### src/rtl/axi_mem_slave_if.sv
// AXI_BUS: single-clock AXI4 bus bundle with Master/Slave modports.
interface AXI_BUS #(
  parameter int unsigned AXI_ADDR_WIDTH = 64,
  parameter int unsigned AXI_DATA_WIDTH = 64,
  parameter int unsigned AXI_ID_WIDTH   = 10,
  parameter int unsigned AXI_USER_WIDTH = 10
);
  localparam int unsigned AXI_STRB_WIDTH = AXI_DATA_WIDTH / 8;

  logic [AXI_ID_WIDTH-1:0]   aw_id;
  logic [AXI_ADDR_WIDTH-1:0] aw_addr;
  logic [7:0]                aw_len;
  logic [2:0]                aw_size;
  logic [1:0]                aw_burst;
  logic [AXI_USER_WIDTH-1:0] aw_user;
  logic                      aw_valid;
  logic                      aw_ready;

  logic [AXI_DATA_WIDTH-1:0] w_data;
  logic [AXI_STRB_WIDTH-1:0] w_strb;
  logic                      w_last;
  logic [AXI_USER_WIDTH-1:0] w_user;
  logic                      w_valid;
  logic                      w_ready;

  logic [AXI_ID_WIDTH-1:0]   b_id;
  logic [1:0]                b_resp;
  logic [AXI_USER_WIDTH-1:0] b_user;
  logic                      b_valid;
  logic                      b_ready;

  logic [AXI_ID_WIDTH-1:0]   ar_id;
  logic [AXI_ADDR_WIDTH-1:0] ar_addr;
  logic [7:0]                ar_len;
  logic [2:0]                ar_size;
  logic [1:0]                ar_burst;
  logic [AXI_USER_WIDTH-1:0] ar_user;
  logic                      ar_valid;
  logic                      ar_ready;

  logic [AXI_ID_WIDTH-1:0]   r_id;
  logic [AXI_DATA_WIDTH-1:0] r_data;
  logic [1:0]                r_resp;
  logic                      r_last;
  logic [AXI_USER_WIDTH-1:0] r_user;
  logic                      r_valid;
  logic                      r_ready;

  modport Master (
    output aw_id, aw_addr, aw_len, aw_size, aw_burst, aw_user, aw_valid, input aw_ready,
    output w_data, w_strb, w_last, w_user, w_valid, input w_ready,
    input b_id, b_resp, b_user, b_valid, output b_ready,
    output ar_id, ar_addr, ar_len, ar_size, ar_burst, ar_user, ar_valid, input ar_ready,
    input r_id, r_data, r_resp, r_last, r_user, r_valid, output r_ready
  );

  modport Slave (
    input aw_id, aw_addr, aw_len, aw_size, aw_burst, aw_user, aw_valid, output aw_ready,
    input w_data, w_strb, w_last, w_user, w_valid, output w_ready,
    output b_id, b_resp, b_user, b_valid, input b_ready,
    input ar_id, ar_addr, ar_len, ar_size, ar_burst, ar_user, ar_valid, output ar_ready,
    output r_id, r_data, r_resp, r_last, r_user, r_valid, input r_ready
  );
endinterface

### src/rtl/axi_mem_slave.sv
// axi_mem_slave: single-beat AXI4 slave backed by a DEPTH x 64-bit register file.
// Optional macro AXI_MEM_SLAVE_ERR_RESP_EN: SLVERR on out-of-range or len != 0
// (no write, read data zero); otherwise the word index wraps modulo DEPTH.
module axi_mem_slave #(
  parameter int unsigned AXI_ID_WIDTH   = 10,
  parameter int unsigned AXI_ADDR_WIDTH = 64,
  parameter int unsigned AXI_DATA_WIDTH = 64,
  parameter int unsigned AXI_USER_WIDTH = 10,
  parameter logic [63:0] BASE_ADDR      = 64'h9000_0000,
  parameter int unsigned DEPTH          = 32
) (
  input logic   clk_i,
  input logic   rst_ni,
  AXI_BUS.Slave axi_slave_port
);
  localparam int unsigned AW    = AXI_ADDR_WIDTH;
  localparam int unsigned WW    = AW - 3;
  localparam int unsigned STRB  = AXI_DATA_WIDTH / 8;
  localparam int unsigned IDX_W = (DEPTH > 1) ? $clog2(DEPTH) : 1;

  typedef enum logic [1:0] {W_IDLE, W_HAVE_AW, W_HAVE_W, W_RESP} w_state_e;
  typedef enum logic {R_IDLE, R_DATA} r_state_e;

  logic [AXI_DATA_WIDTH-1:0] mem [DEPTH];

  // Address decode for both request channels.
  logic [AW-1:0]    aw_off, ar_off;
  logic [IDX_W-1:0] aw_idx, ar_idx;
  logic             aw_err, ar_err;
  logic             unused_ok;

  assign aw_off = axi_slave_port.aw_addr - AW'(BASE_ADDR);
  assign ar_off = axi_slave_port.ar_addr - AW'(BASE_ADDR);
  assign aw_idx = IDX_W'(aw_off[AW-1:3] % WW'(DEPTH));
  assign ar_idx = IDX_W'(ar_off[AW-1:3] % WW'(DEPTH));

`ifdef AXI_MEM_SLAVE_ERR_RESP_EN
  assign aw_err = (aw_off[AW-1:3] >= WW'(DEPTH)) || (axi_slave_port.aw_len != '0);
  assign ar_err = (ar_off[AW-1:3] >= WW'(DEPTH)) || (axi_slave_port.ar_len != '0);
  assign unused_ok = ^{aw_off[2:0], ar_off[2:0], axi_slave_port.aw_size, axi_slave_port.aw_burst,
                       axi_slave_port.aw_user, axi_slave_port.w_user, axi_slave_port.ar_size,
                       axi_slave_port.ar_burst, axi_slave_port.ar_user};
`else
  assign aw_err = 1'b0;
  assign ar_err = 1'b0;
  assign unused_ok = ^{aw_off[2:0], ar_off[2:0], axi_slave_port.aw_size, axi_slave_port.aw_burst,
                       axi_slave_port.aw_user, axi_slave_port.w_user, axi_slave_port.ar_size,
                       axi_slave_port.ar_burst, axi_slave_port.ar_user, axi_slave_port.ar_len};
`endif

  // ---------------- write path ----------------
  w_state_e                w_state_q, w_state_d;
  logic [IDX_W-1:0]        aw_idx_q;
  logic [AXI_ID_WIDTH-1:0] aw_id_q;
  logic                    aw_multi_q, aw_err_q;
  logic [AXI_DATA_WIDTH-1:0] w_data_q;
  logic [STRB-1:0]         w_strb_q;
  logic                    w_last_q;
  logic                    drain_q, drain_d;
  logic                    aw_rdy, w_rdy, aw_hs, w_hs, commit;
  logic [IDX_W-1:0]        c_idx;
  logic                    c_err, use_live;
  logic [AXI_DATA_WIDTH-1:0] c_data;
  logic [STRB-1:0]         c_strb;

  assign aw_rdy = (w_state_q == W_IDLE) || (w_state_q == W_HAVE_W);
  assign w_rdy  = (w_state_q == W_IDLE) || (w_state_q == W_HAVE_AW);
  assign aw_hs  = axi_slave_port.aw_valid && aw_rdy;
  assign w_hs   = axi_slave_port.w_valid && w_rdy;

  // Commit operands: live channel values when the handshake lands on the commit edge.
  // drain_q marks that the first beat is already held and later beats are discarded.
  assign use_live = w_hs && !drain_q;
  assign c_idx    = aw_hs ? aw_idx : aw_idx_q;
  assign c_err    = aw_hs ? aw_err : aw_err_q;
  assign c_data   = use_live ? axi_slave_port.w_data : w_data_q;
  assign c_strb   = use_live ? axi_slave_port.w_strb : w_strb_q;

  // Write FSM next state; commit pulses on the edge entering W_RESP.
  always_comb begin
    w_state_d = w_state_q;
    drain_d   = drain_q;
    commit    = 1'b0;
    case (w_state_q)
      W_IDLE: begin
        if (aw_hs && w_hs) begin
          if ((axi_slave_port.aw_len == '0) || axi_slave_port.w_last) begin
            w_state_d = W_RESP;
            commit    = 1'b1;
          end else begin
            w_state_d = W_HAVE_AW;
            drain_d   = 1'b1;
          end
        end else if (aw_hs) begin
          w_state_d = W_HAVE_AW;
        end else if (w_hs) begin
          w_state_d = W_HAVE_W;
        end
      end
      W_HAVE_AW: begin
        if (w_hs) begin
          if (!aw_multi_q || axi_slave_port.w_last) begin
            w_state_d = W_RESP;
            commit    = 1'b1;
            drain_d   = 1'b0;
          end else begin
            drain_d   = 1'b1;
          end
        end
      end
      W_HAVE_W: begin
        if (aw_hs) begin
          if ((axi_slave_port.aw_len == '0) || w_last_q) begin
            w_state_d = W_RESP;
            commit    = 1'b1;
          end else begin
            w_state_d = W_HAVE_AW;
            drain_d   = 1'b1;
          end
        end
      end
      W_RESP: begin
        drain_d = 1'b0;
        if (axi_slave_port.b_ready) w_state_d = W_IDLE;
      end
      default: w_state_d = W_IDLE;
    endcase
  end

  // Write FSM state and captured AW/W fields.
  always_ff @(posedge clk_i) begin
    if (!rst_ni) begin
      w_state_q  <= W_IDLE;
      drain_q    <= 1'b0;
      aw_idx_q   <= '0;
      aw_id_q    <= '0;
      aw_multi_q <= 1'b0;
      aw_err_q   <= 1'b0;
      w_data_q   <= '0;
      w_strb_q   <= '0;
      w_last_q   <= 1'b0;
    end else begin
      w_state_q <= w_state_d;
      drain_q   <= drain_d;
      if (aw_hs) begin
        aw_idx_q   <= aw_idx;
        aw_id_q    <= axi_slave_port.aw_id;
        aw_multi_q <= (axi_slave_port.aw_len != '0);
        aw_err_q   <= aw_err;
      end
      if (use_live) begin
        w_data_q <= axi_slave_port.w_data;
        w_strb_q <= axi_slave_port.w_strb;
        w_last_q <= axi_slave_port.w_last;
      end
    end
  end

  // Memory array: cleared on reset, byte-enabled write on commit.
  always_ff @(posedge clk_i) begin
    if (!rst_ni) begin
      for (int unsigned i = 0; i < DEPTH; i++) mem[i] <= '0;
    end else if (commit && !c_err) begin
      for (int unsigned b = 0; b < STRB; b++) begin
        if (c_strb[b]) mem[c_idx][8*b +: 8] <= c_data[8*b +: 8];
      end
    end
  end

  assign axi_slave_port.aw_ready = aw_rdy;
  assign axi_slave_port.w_ready  = w_rdy;
  assign axi_slave_port.b_valid  = (w_state_q == W_RESP);
  assign axi_slave_port.b_id     = aw_id_q;
  assign axi_slave_port.b_resp   = aw_err_q ? 2'b10 : 2'b00;
  assign axi_slave_port.b_user   = '0;

  // ---------------- read path ----------------
  r_state_e                  r_state_q, r_state_d;
  logic [AXI_DATA_WIDTH-1:0] r_data_q;
  logic [AXI_ID_WIDTH-1:0]   r_id_q;
  logic                      r_err_q;
  logic                      ar_hs;

  assign ar_hs = axi_slave_port.ar_valid && (r_state_q == R_IDLE);

  // Read FSM next state.
  always_comb begin
    r_state_d = r_state_q;
    case (r_state_q)
      R_IDLE:  if (ar_hs) r_state_d = R_DATA;
      R_DATA:  if (axi_slave_port.r_ready) r_state_d = R_IDLE;
      default: r_state_d = R_IDLE;
    endcase
  end

  // Read FSM state; data sampled on the AR edge (pre-write value on a same-edge commit).
  always_ff @(posedge clk_i) begin
    if (!rst_ni) begin
      r_state_q <= R_IDLE;
      r_data_q  <= '0;
      r_id_q    <= '0;
      r_err_q   <= 1'b0;
    end else begin
      r_state_q <= r_state_d;
      if (ar_hs) begin
        r_id_q   <= axi_slave_port.ar_id;
        r_err_q  <= ar_err;
        r_data_q <= ar_err ? '0 : mem[ar_idx];
      end
    end
  end

  assign axi_slave_port.ar_ready = (r_state_q == R_IDLE);
  assign axi_slave_port.r_valid  = (r_state_q == R_DATA);
  assign axi_slave_port.r_last   = (r_state_q == R_DATA);
  assign axi_slave_port.r_data   = r_data_q;
  assign axi_slave_port.r_id     = r_id_q;
  assign axi_slave_port.r_resp   = r_err_q ? 2'b10 : 2'b00;
  assign axi_slave_port.r_user   = '0;
endmodule

### src/flat_wrapper.sv
// flat-port wrapper written by rule: the top's interface ports become plain ports
module axi_mem_slave_flat 
#(
  parameter int unsigned AXI_ID_WIDTH   = 10,
  parameter int unsigned AXI_ADDR_WIDTH = 64,
  parameter int unsigned AXI_DATA_WIDTH = 64,
  parameter int unsigned AXI_USER_WIDTH = 10,
  parameter logic [63:0] BASE_ADDR      = 64'h9000_0000,
  parameter int unsigned DEPTH          = 32
)
  (clk_i, rst_ni, axi_slave_port_aw_id, axi_slave_port_aw_addr, axi_slave_port_aw_len, axi_slave_port_aw_size, axi_slave_port_aw_burst, axi_slave_port_aw_user, axi_slave_port_aw_valid, axi_slave_port_aw_ready, axi_slave_port_w_data, axi_slave_port_w_strb, axi_slave_port_w_last, axi_slave_port_w_user, axi_slave_port_w_valid, axi_slave_port_w_ready, axi_slave_port_b_id, axi_slave_port_b_resp, axi_slave_port_b_user, axi_slave_port_b_valid, axi_slave_port_b_ready, axi_slave_port_ar_id, axi_slave_port_ar_addr, axi_slave_port_ar_len, axi_slave_port_ar_size, axi_slave_port_ar_burst, axi_slave_port_ar_user, axi_slave_port_ar_valid, axi_slave_port_ar_ready, axi_slave_port_r_id, axi_slave_port_r_data, axi_slave_port_r_resp, axi_slave_port_r_last, axi_slave_port_r_user, axi_slave_port_r_valid, axi_slave_port_r_ready);
  AXI_BUS #(.AXI_ADDR_WIDTH(AXI_ADDR_WIDTH), .AXI_DATA_WIDTH(AXI_DATA_WIDTH), .AXI_ID_WIDTH(AXI_ID_WIDTH), .AXI_USER_WIDTH(AXI_USER_WIDTH)) axi_slave_port_i ();
  input logic clk_i;
  input logic rst_ni;
  input wire logic [$bits(axi_slave_port_i.aw_id)-1:0] axi_slave_port_aw_id;
  input wire logic [$bits(axi_slave_port_i.aw_addr)-1:0] axi_slave_port_aw_addr;
  input wire logic [$bits(axi_slave_port_i.aw_len)-1:0] axi_slave_port_aw_len;
  input wire logic [$bits(axi_slave_port_i.aw_size)-1:0] axi_slave_port_aw_size;
  input wire logic [$bits(axi_slave_port_i.aw_burst)-1:0] axi_slave_port_aw_burst;
  input wire logic [$bits(axi_slave_port_i.aw_user)-1:0] axi_slave_port_aw_user;
  input wire logic [$bits(axi_slave_port_i.aw_valid)-1:0] axi_slave_port_aw_valid;
  output wire logic [$bits(axi_slave_port_i.aw_ready)-1:0] axi_slave_port_aw_ready;
  input wire logic [$bits(axi_slave_port_i.w_data)-1:0] axi_slave_port_w_data;
  input wire logic [$bits(axi_slave_port_i.w_strb)-1:0] axi_slave_port_w_strb;
  input wire logic [$bits(axi_slave_port_i.w_last)-1:0] axi_slave_port_w_last;
  input wire logic [$bits(axi_slave_port_i.w_user)-1:0] axi_slave_port_w_user;
  input wire logic [$bits(axi_slave_port_i.w_valid)-1:0] axi_slave_port_w_valid;
  output wire logic [$bits(axi_slave_port_i.w_ready)-1:0] axi_slave_port_w_ready;
  output wire logic [$bits(axi_slave_port_i.b_id)-1:0] axi_slave_port_b_id;
  output wire logic [$bits(axi_slave_port_i.b_resp)-1:0] axi_slave_port_b_resp;
  output wire logic [$bits(axi_slave_port_i.b_user)-1:0] axi_slave_port_b_user;
  output wire logic [$bits(axi_slave_port_i.b_valid)-1:0] axi_slave_port_b_valid;
  input wire logic [$bits(axi_slave_port_i.b_ready)-1:0] axi_slave_port_b_ready;
  input wire logic [$bits(axi_slave_port_i.ar_id)-1:0] axi_slave_port_ar_id;
  input wire logic [$bits(axi_slave_port_i.ar_addr)-1:0] axi_slave_port_ar_addr;
  input wire logic [$bits(axi_slave_port_i.ar_len)-1:0] axi_slave_port_ar_len;
  input wire logic [$bits(axi_slave_port_i.ar_size)-1:0] axi_slave_port_ar_size;
  input wire logic [$bits(axi_slave_port_i.ar_burst)-1:0] axi_slave_port_ar_burst;
  input wire logic [$bits(axi_slave_port_i.ar_user)-1:0] axi_slave_port_ar_user;
  input wire logic [$bits(axi_slave_port_i.ar_valid)-1:0] axi_slave_port_ar_valid;
  output wire logic [$bits(axi_slave_port_i.ar_ready)-1:0] axi_slave_port_ar_ready;
  output wire logic [$bits(axi_slave_port_i.r_id)-1:0] axi_slave_port_r_id;
  output wire logic [$bits(axi_slave_port_i.r_data)-1:0] axi_slave_port_r_data;
  output wire logic [$bits(axi_slave_port_i.r_resp)-1:0] axi_slave_port_r_resp;
  output wire logic [$bits(axi_slave_port_i.r_last)-1:0] axi_slave_port_r_last;
  output wire logic [$bits(axi_slave_port_i.r_user)-1:0] axi_slave_port_r_user;
  output wire logic [$bits(axi_slave_port_i.r_valid)-1:0] axi_slave_port_r_valid;
  input wire logic [$bits(axi_slave_port_i.r_ready)-1:0] axi_slave_port_r_ready;
  assign axi_slave_port_i.aw_id = axi_slave_port_aw_id;
  assign axi_slave_port_i.aw_addr = axi_slave_port_aw_addr;
  assign axi_slave_port_i.aw_len = axi_slave_port_aw_len;
  assign axi_slave_port_i.aw_size = axi_slave_port_aw_size;
  assign axi_slave_port_i.aw_burst = axi_slave_port_aw_burst;
  assign axi_slave_port_i.aw_user = axi_slave_port_aw_user;
  assign axi_slave_port_i.aw_valid = axi_slave_port_aw_valid;
  assign axi_slave_port_aw_ready = axi_slave_port_i.aw_ready;
  assign axi_slave_port_i.w_data = axi_slave_port_w_data;
  assign axi_slave_port_i.w_strb = axi_slave_port_w_strb;
  assign axi_slave_port_i.w_last = axi_slave_port_w_last;
  assign axi_slave_port_i.w_user = axi_slave_port_w_user;
  assign axi_slave_port_i.w_valid = axi_slave_port_w_valid;
  assign axi_slave_port_w_ready = axi_slave_port_i.w_ready;
  assign axi_slave_port_b_id = axi_slave_port_i.b_id;
  assign axi_slave_port_b_resp = axi_slave_port_i.b_resp;
  assign axi_slave_port_b_user = axi_slave_port_i.b_user;
  assign axi_slave_port_b_valid = axi_slave_port_i.b_valid;
  assign axi_slave_port_i.b_ready = axi_slave_port_b_ready;
  assign axi_slave_port_i.ar_id = axi_slave_port_ar_id;
  assign axi_slave_port_i.ar_addr = axi_slave_port_ar_addr;
  assign axi_slave_port_i.ar_len = axi_slave_port_ar_len;
  assign axi_slave_port_i.ar_size = axi_slave_port_ar_size;
  assign axi_slave_port_i.ar_burst = axi_slave_port_ar_burst;
  assign axi_slave_port_i.ar_user = axi_slave_port_ar_user;
  assign axi_slave_port_i.ar_valid = axi_slave_port_ar_valid;
  assign axi_slave_port_ar_ready = axi_slave_port_i.ar_ready;
  assign axi_slave_port_r_id = axi_slave_port_i.r_id;
  assign axi_slave_port_r_data = axi_slave_port_i.r_data;
  assign axi_slave_port_r_resp = axi_slave_port_i.r_resp;
  assign axi_slave_port_r_last = axi_slave_port_i.r_last;
  assign axi_slave_port_r_user = axi_slave_port_i.r_user;
  assign axi_slave_port_r_valid = axi_slave_port_i.r_valid;
  assign axi_slave_port_i.r_ready = axi_slave_port_r_ready;
  axi_mem_slave #(.AXI_ID_WIDTH(AXI_ID_WIDTH), .AXI_ADDR_WIDTH(AXI_ADDR_WIDTH), .AXI_DATA_WIDTH(AXI_DATA_WIDTH), .AXI_USER_WIDTH(AXI_USER_WIDTH), .BASE_ADDR(BASE_ADDR), .DEPTH(DEPTH)) u_core (.clk_i(clk_i), .rst_ni(rst_ni), .axi_slave_port(axi_slave_port_i));
endmodule
### config.mk
export PLATFORM = sky130hd
export DESIGN_NAME = axi_mem_slave_flat
export DESIGN_NICKNAME = d
export VERILOG_FILES = /design/src/rtl/axi_mem_slave_if.sv /design/src/rtl/axi_mem_slave.sv /design/src/flat_wrapper.sv
export SDC_FILE = /design/constraint.sdc
export NUM_CORES = 2
export LEC_CHECK = 0
export CORE_MARGIN = 1.5
export CORE_UTILIZATION = 35
export CTS_CLUSTER_SIZE = 16
export DETAILED_ROUTE_END_ITERATION = 10
export SYNTH_ARGS = -nofsm -noshare
export SYNTH_HDL_FRONTEND = slang
export SYNTH_SLANG_ARGS = --single-unit
### constraint.sdc
create_clock -name clk_i -period 4.2 [get_ports clk_i]
set_clock_uncertainty 0.05 [all_clocks]
set_input_delay 0.84 -clock clk_i [delete_from_list [all_inputs] [get_ports clk_i]]
set_output_delay 0.84 -clock clk_i [all_outputs]
set_load 0.01 [all_outputs]
# == Word level (Yosys, flattened, before mapping) ==
# Memory sizes are Yosys's and may differ from the RTL's. A register that Yosys moved wholly into a read port is not among the register bits.
# Cells that the tools add are included.
# word_totals
reg_bits,104
ram_bits,2048
inputBits,284
output_inout_bits,114
elab_cells,115
n_memories,1
# mem_list
name,words,word_bits,read_ports,rd_clocked_by_memory_dff,write_ports,line,source
u_core.mem,32,64,1,1,32,axi_mem_slave.sv:24,logic [AXI_DATA_WIDTH-1:0] mem [DEPTH];
# classes
addsub,2
eq_ne,11
muxes,68
bitwise,1
reduce_logical,21
# ops
operator,count
64-bit two-way mux,2
64-bit OR reduction,1
1-bit two-way mux,48
2-bit two-way mux,10
8-bit two-way mux,2
"8-bit by 1-bit subtractor with 8-bit output, second input constant",2
5-bit two-way mux,2
5-bit AND reduction,2
8-bit logical NOT,1
"2-bit inequality test, second input constant",4
2-bit case mux with 4 select lines,1
8-bit nonzero test,1
1-bit logical AND,6
"2-bit by 1-bit inequality test with 1-bit output, second input constant",3
1-bit logical OR,5
"2-bit == test, second input constant",2
1-bit logical NOT,4
"4-bit by 2-bit inequality test with 1-bit output, second input constant",1
1-bit case mux with 4 select lines,1
1-bit case mux with 3 select lines,1
"2-bit by 1-bit == test with 1-bit output, second input constant",1
2-bit logical NOT,1
1-bit case mux with 2 select lines,1
1-bit inverter,1

# == Depth between registers and ports, before layout ==
# logic_depth
ltp_word,12
ltp_mapped,11
mapped_depth_nobuf,8

# == Worst setup path before layout ==
# Ideal clock, no wire load.
# synth_path
kind,register to register
startpoint,reg u_core.w_state_q[0]
endpoint,mem u_core.mem[11][56] (enable)
setup_ps,384
arrival_ps,2901
required_time_ps,3766
setup_slack_ps,865
stages_incl_launch_ff,10
n_path_buf,2
synth_period_minus_slack_ps,3335
path_cell_list,dfxtp_1 > inv_1 > ha_1 > o21ai_2 > mux2i_1 > and3_1 > clkbuf_1 > nand2_1 > clkbuf_1 > o21ai_0
# synth_rtl
item,line,source
start: declaration,axi_mem_slave.sv:52,"w_state_e w_state_q, w_state_d;"
start signal: assignment,axi_mem_slave.sv:143,w_state_q <= w_state_d;
end: declaration,axi_mem_slave.sv:24,

# == Final worst setup path ==
# layout_path
startpoint,reg u_core.w_state_q[1]
endpoint,out axi_slave_port_w_ready
# layout_between
elab_chain_len,2
word_cells_on_any_way,3
cone_classes,eq/ne (1); reduce/logical (2)
# layout_lines
item,line,source
2-bit by 1-bit == test with 1-bit output or 2-bit logical NOT (tied branches),axi_mem_slave.sv:67,assign w_rdy = (w_state_q == W_IDLE) || (w_state_q == W_HAVE_AW);
1-bit logical OR (*),axi_mem_slave.sv:67,
end: declaration,flat_wrapper.sv:28,output wire logic [$bits(axi_slave_port_i.w_ready)-1:0] axi_slave_port_w_ready;
# Every way passes the cells marked *; elsewhere a longest branch is shown, timed or not.

==> flow_metrics.py <==
metrics = {
    "timing": {
        "final.setup.tns_ps": 0,
        "slew_headroom_pct": 19.5,
        "fmax_mhz": 248,
        "period_minus_slack_ps": 4030,
        "rsz0062_at_grt": "false",
        "setup_viol_count_final": 0,
        "tightest_slew_ps": 1210,
        "fin_crit_sh_pct": 95.9,
        "final_hold_viol_count": 0,
        "slew_violations": 0,
    },
    "global_route": {
        "grt_usage_pct": 19.9,
        "grt_start_max_net_pins": 200,
        "grt_overflow_total": 0,
        "grt_pass1_wl_mm": 411,
        "grt_pass1_vias": 62456,
        "grt_antenna_before_repair": 4,
    },
    "clock_network": {
        "clk_pin_slew_ps": 60,
        "cts_max_path_buffers": 4,
        "cts_setup_buffers": 0,
        "root_buffer": "clkbuf_16",
        "cts_tree": "yes",
        "h-tree-depth": 4,
        "ctsHoldBuffers": 0,
        "clock_sinks": 2216,
        "clock_latency_ps": 890,
        "ctsResizeCount": 0,
        "cts_inserted_buffers": 222,
    },
    "setup_path": {
        "reg2reg_from": "u_core.w_state_q[0]",
        "path_max_fanout": 12,
        "cpPeakStageDelay_ps": 640,
        "crit_chain": "inv_1 > ha_1 > nor2_1 > buf_4 > clkinv_1 > clkdlybuf4s50_1",
        "endpoint_kind": "output pin",
        "cp.arrival_ps": 3140,
        "ff2ff_setup_slack_ps": 870,
        "critical_path_class": "reg -> out",
        "reg2reg_to": "u_core.mem[2][22]",
        "critPathSlowestCell": "clkdlybuf4s50_1",
        "required_ps": 3310,
        "cp-startpoint": "u_core.w_state_q[1]",
        "ff2ff_path_depth": 11,
        "critPathLaunchType": "flop",
        "crit_end": "axi_slave_port_w_ready",
    },
    "die": {
        "row_count": 192,
        "die_y_um": 527,
        "core_area_sq_um": 273000,
        "start_util_pct": 35.1,
        "io_pins": 398,
        "fp.dieW_um": 527,
        "dieArea_sq_um": 277000,
    },
    "yosys": {
        "ys_seq_area_share_pct": 67.6,
        "synth_largest_area_cell": "edfxtp_1",
        "synth.most_common_cell": "nor2_1",
        "synth_cells": 7391,
        "synthFlopType": "edfxtp_1",
        "yosys.area.top_type_share_pct": 64.1,
        "avgSynthCellArea_sq_um": 13.0,
        "synth_edf_count": 2048,
        "synthDistinctLibCells": 40,
        "async_reset_ff_share_pct": 0,
        "yosys_warnings": 0,
        "ys_top_cells_by_count": "nor2_1, edfxtp_1, clkbuf_1, mux2i_1, o22ai_1",
        "yosys_register_bits": 2216,
        "synth_area_leaders": "edfxtp_1, nor2_1, mux2i_1, mux4_2, dfxtp_1",
        "syn-cell-area_sq_um": 96000,
    },
    "cells_and_area": {
        "drive_gt1_share_pct": 18.0,
        "synthToLayoutAreaGrowth_pct": 19.2,
        "fin_util_pct": 41.9,
        "nets": 8059,
        "fill_cells": 24733,
    },
    "pwr": {
        "ir_worst_vdd_mv": 0.372,
        "p_clk_share_pct": 38.4,
        "p_seq_share_pct": 48.8,
        "p_int_w": 0.0388,
        "power_density_nw_per_um2": 454,
        "p_leak_nw": 40.0,
        "combPwrFrac_pct": 12.8,
        "switchingPower_w": 0.0131,
        "netSwitchingFraction_pct": 25.3,
    },
    "drt": {
        "drt-vias-per-instance": 5.41,
        "postRouteAntennaNets": 0,
        "first_pass_iters": 7,
        "route.met2.wl_mm": 142,
        "post_drt_wl_per_cell_um": 24.5,
        "top_layer_used": "met4",
        "met1_length_mm": 108,
        "drt_iter0_drc": 6148,
        "vias": 62428,
        "routed_wl_mm": 283,
        "wl_met3_mm": 18.8,
        "drc": 0,
    },
    "worst_hold_path": {
        "whs_path_depth": 3,
        "min_path_type": "in -> reg",
        "worstHoldStart": "rst_ni",
    },
    "place": {
        "dp_hpwl_mm": 186,
        "port_buffers": 208,
        "globalplace.congestion": 0.833,
    },
    "run_status": {
        "status": "complete, no violations",
    },
    "flow_run": {
        "max-cap-violations": 0,
    },
}
==> through the flow <==
stage / instance area (sq um) / std cells / power [W] / hold WS (ps) / setup WS [ps]
2_1_floorplan: 96100 / 7413 / 0.0290 / 417 / 865
3_3_place_gp: 107000 / 11136 / 0.0323 / 396 / 142
3_5_place_dp: 107000 / 11136 / 0.0324 / 400 / 101
4_1_cts: 114000 / 11534 / 0.0521 / 259 / 165
5_1_grt: 114000 / 11538 / 0.0533 / 303 / 136
6_report: 114000 / 11544 / 0.0519 / 298 / 172
==> cell families (layout without fill, tap and decap cells) <==
kind of cell / after synthesis / after routing / share of synthesized area (%)
AOI/OAI and AO/OA: 972 / 972 / 6.09
adders and majority gates: 4 / 4 / 0.0521
buffers and inverters: 800 / 1332 / 3.26
DFF: 2216 / 2216 / 67.6
muxes: 904 / 904 / 12.8
other: 1 / 33 / 0.00391
and+or+nand+nor: 2494 / 2494 / 10.2
==> how the worst min path moves through the flow <==
stage	endpoint
after global placement	u_core.axi_slave_port.r_id[5]
after detailed placement	u_core.axi_slave_port.b_id[6]
final	u_core.w_strb_q[4]
after global routing	u_core.w_strb_q[4]
after floorplan	u_core.w_last_q
after CTS	u_core.w_strb_q[0]
==> cell usage in the layout (no fill, tap or decap), drive strengths merged, types with 66 or more instances in the layout <==
| cell | count |
|---|---|
| buf | 719 |
| a211oi | 75 |
| dfxtp | 168 |
| o22ai | 322 |
| mux2i | 581 |
| nand2 | 142 |
| o21ai | 342 |
| mux2 | 67 |
| and2 | 66 |
| nor3 | 133 |
| clkinv | 80 |
| clkbuf | 285 |
| nor2 | 2124 |
| a21oi | 99 |
| mux4 | 256 |
| edfxtp | 2048 |
| clkdlybuf4s50 | 203 |
==> flip-flops by register name (all words and copies together) (netlist names) <==
signal / cells
u_core.aw_err_q: 1
u_core.aw_idx_q: 5
u_core.aw_multi_q: 1
u_core.axi_slave_port.b_id: 10
u_core.axi_slave_port.r_data: 64
u_core.axi_slave_port.r_id: 10
u_core.axi_slave_port.r_last: 1
u_core.drain_q: 1
u_core.mem: 2048
u_core.w_data_q: 64
u_core.w_last_q: 1
u_core.w_state_q: 2
u_core.w_strb_q: 8
==> area by class of cell <==
cell class,count,area [sq um],share of cell area [%]
timing repair buffer,922,9330,8.16
tap,3589,4490,3.93
antenna,10,25.0,0.0219
sequential,2216,64900,56.7
clock inverter,113,1190,1.04
multi-input combinational,4397,28500,24.9
clock buffer,285,5970,5.22
inverter,12,50.0,0.0438
==> worst max-delay path: cells and delay by family, from the launching register on <==
family	cells	cell delay [ps]
fa+ha+maj	1	260
buf+inv	4	1490
flops	1	360
simple gates	1	130
==> power groups by stage <==
stage | clock network, W | logic, W | registers (W)
2_1_floorplan | 0 | 0.00338 | 0.0257
3_3_place_gp | 0 | 0.00656 | 0.0257
3_5_place_dp | 0 | 0.00663 | 0.0258
4_1_cts | 0.0201 | 0.00666 | 0.0253
5_1_grt | 0.0209 | 0.00696 | 0.0254
6_report | 0.0199 | 0.00665 | 0.0253
==> layer usage <==
metal,track usage [%],vias to the layer above
met3,2.33,527
met4,9.80,0
met2,34.5,2476
met1,24.4,31872
met5,0,-
li1,-,27553
Power figures use the tool's default switching activity.
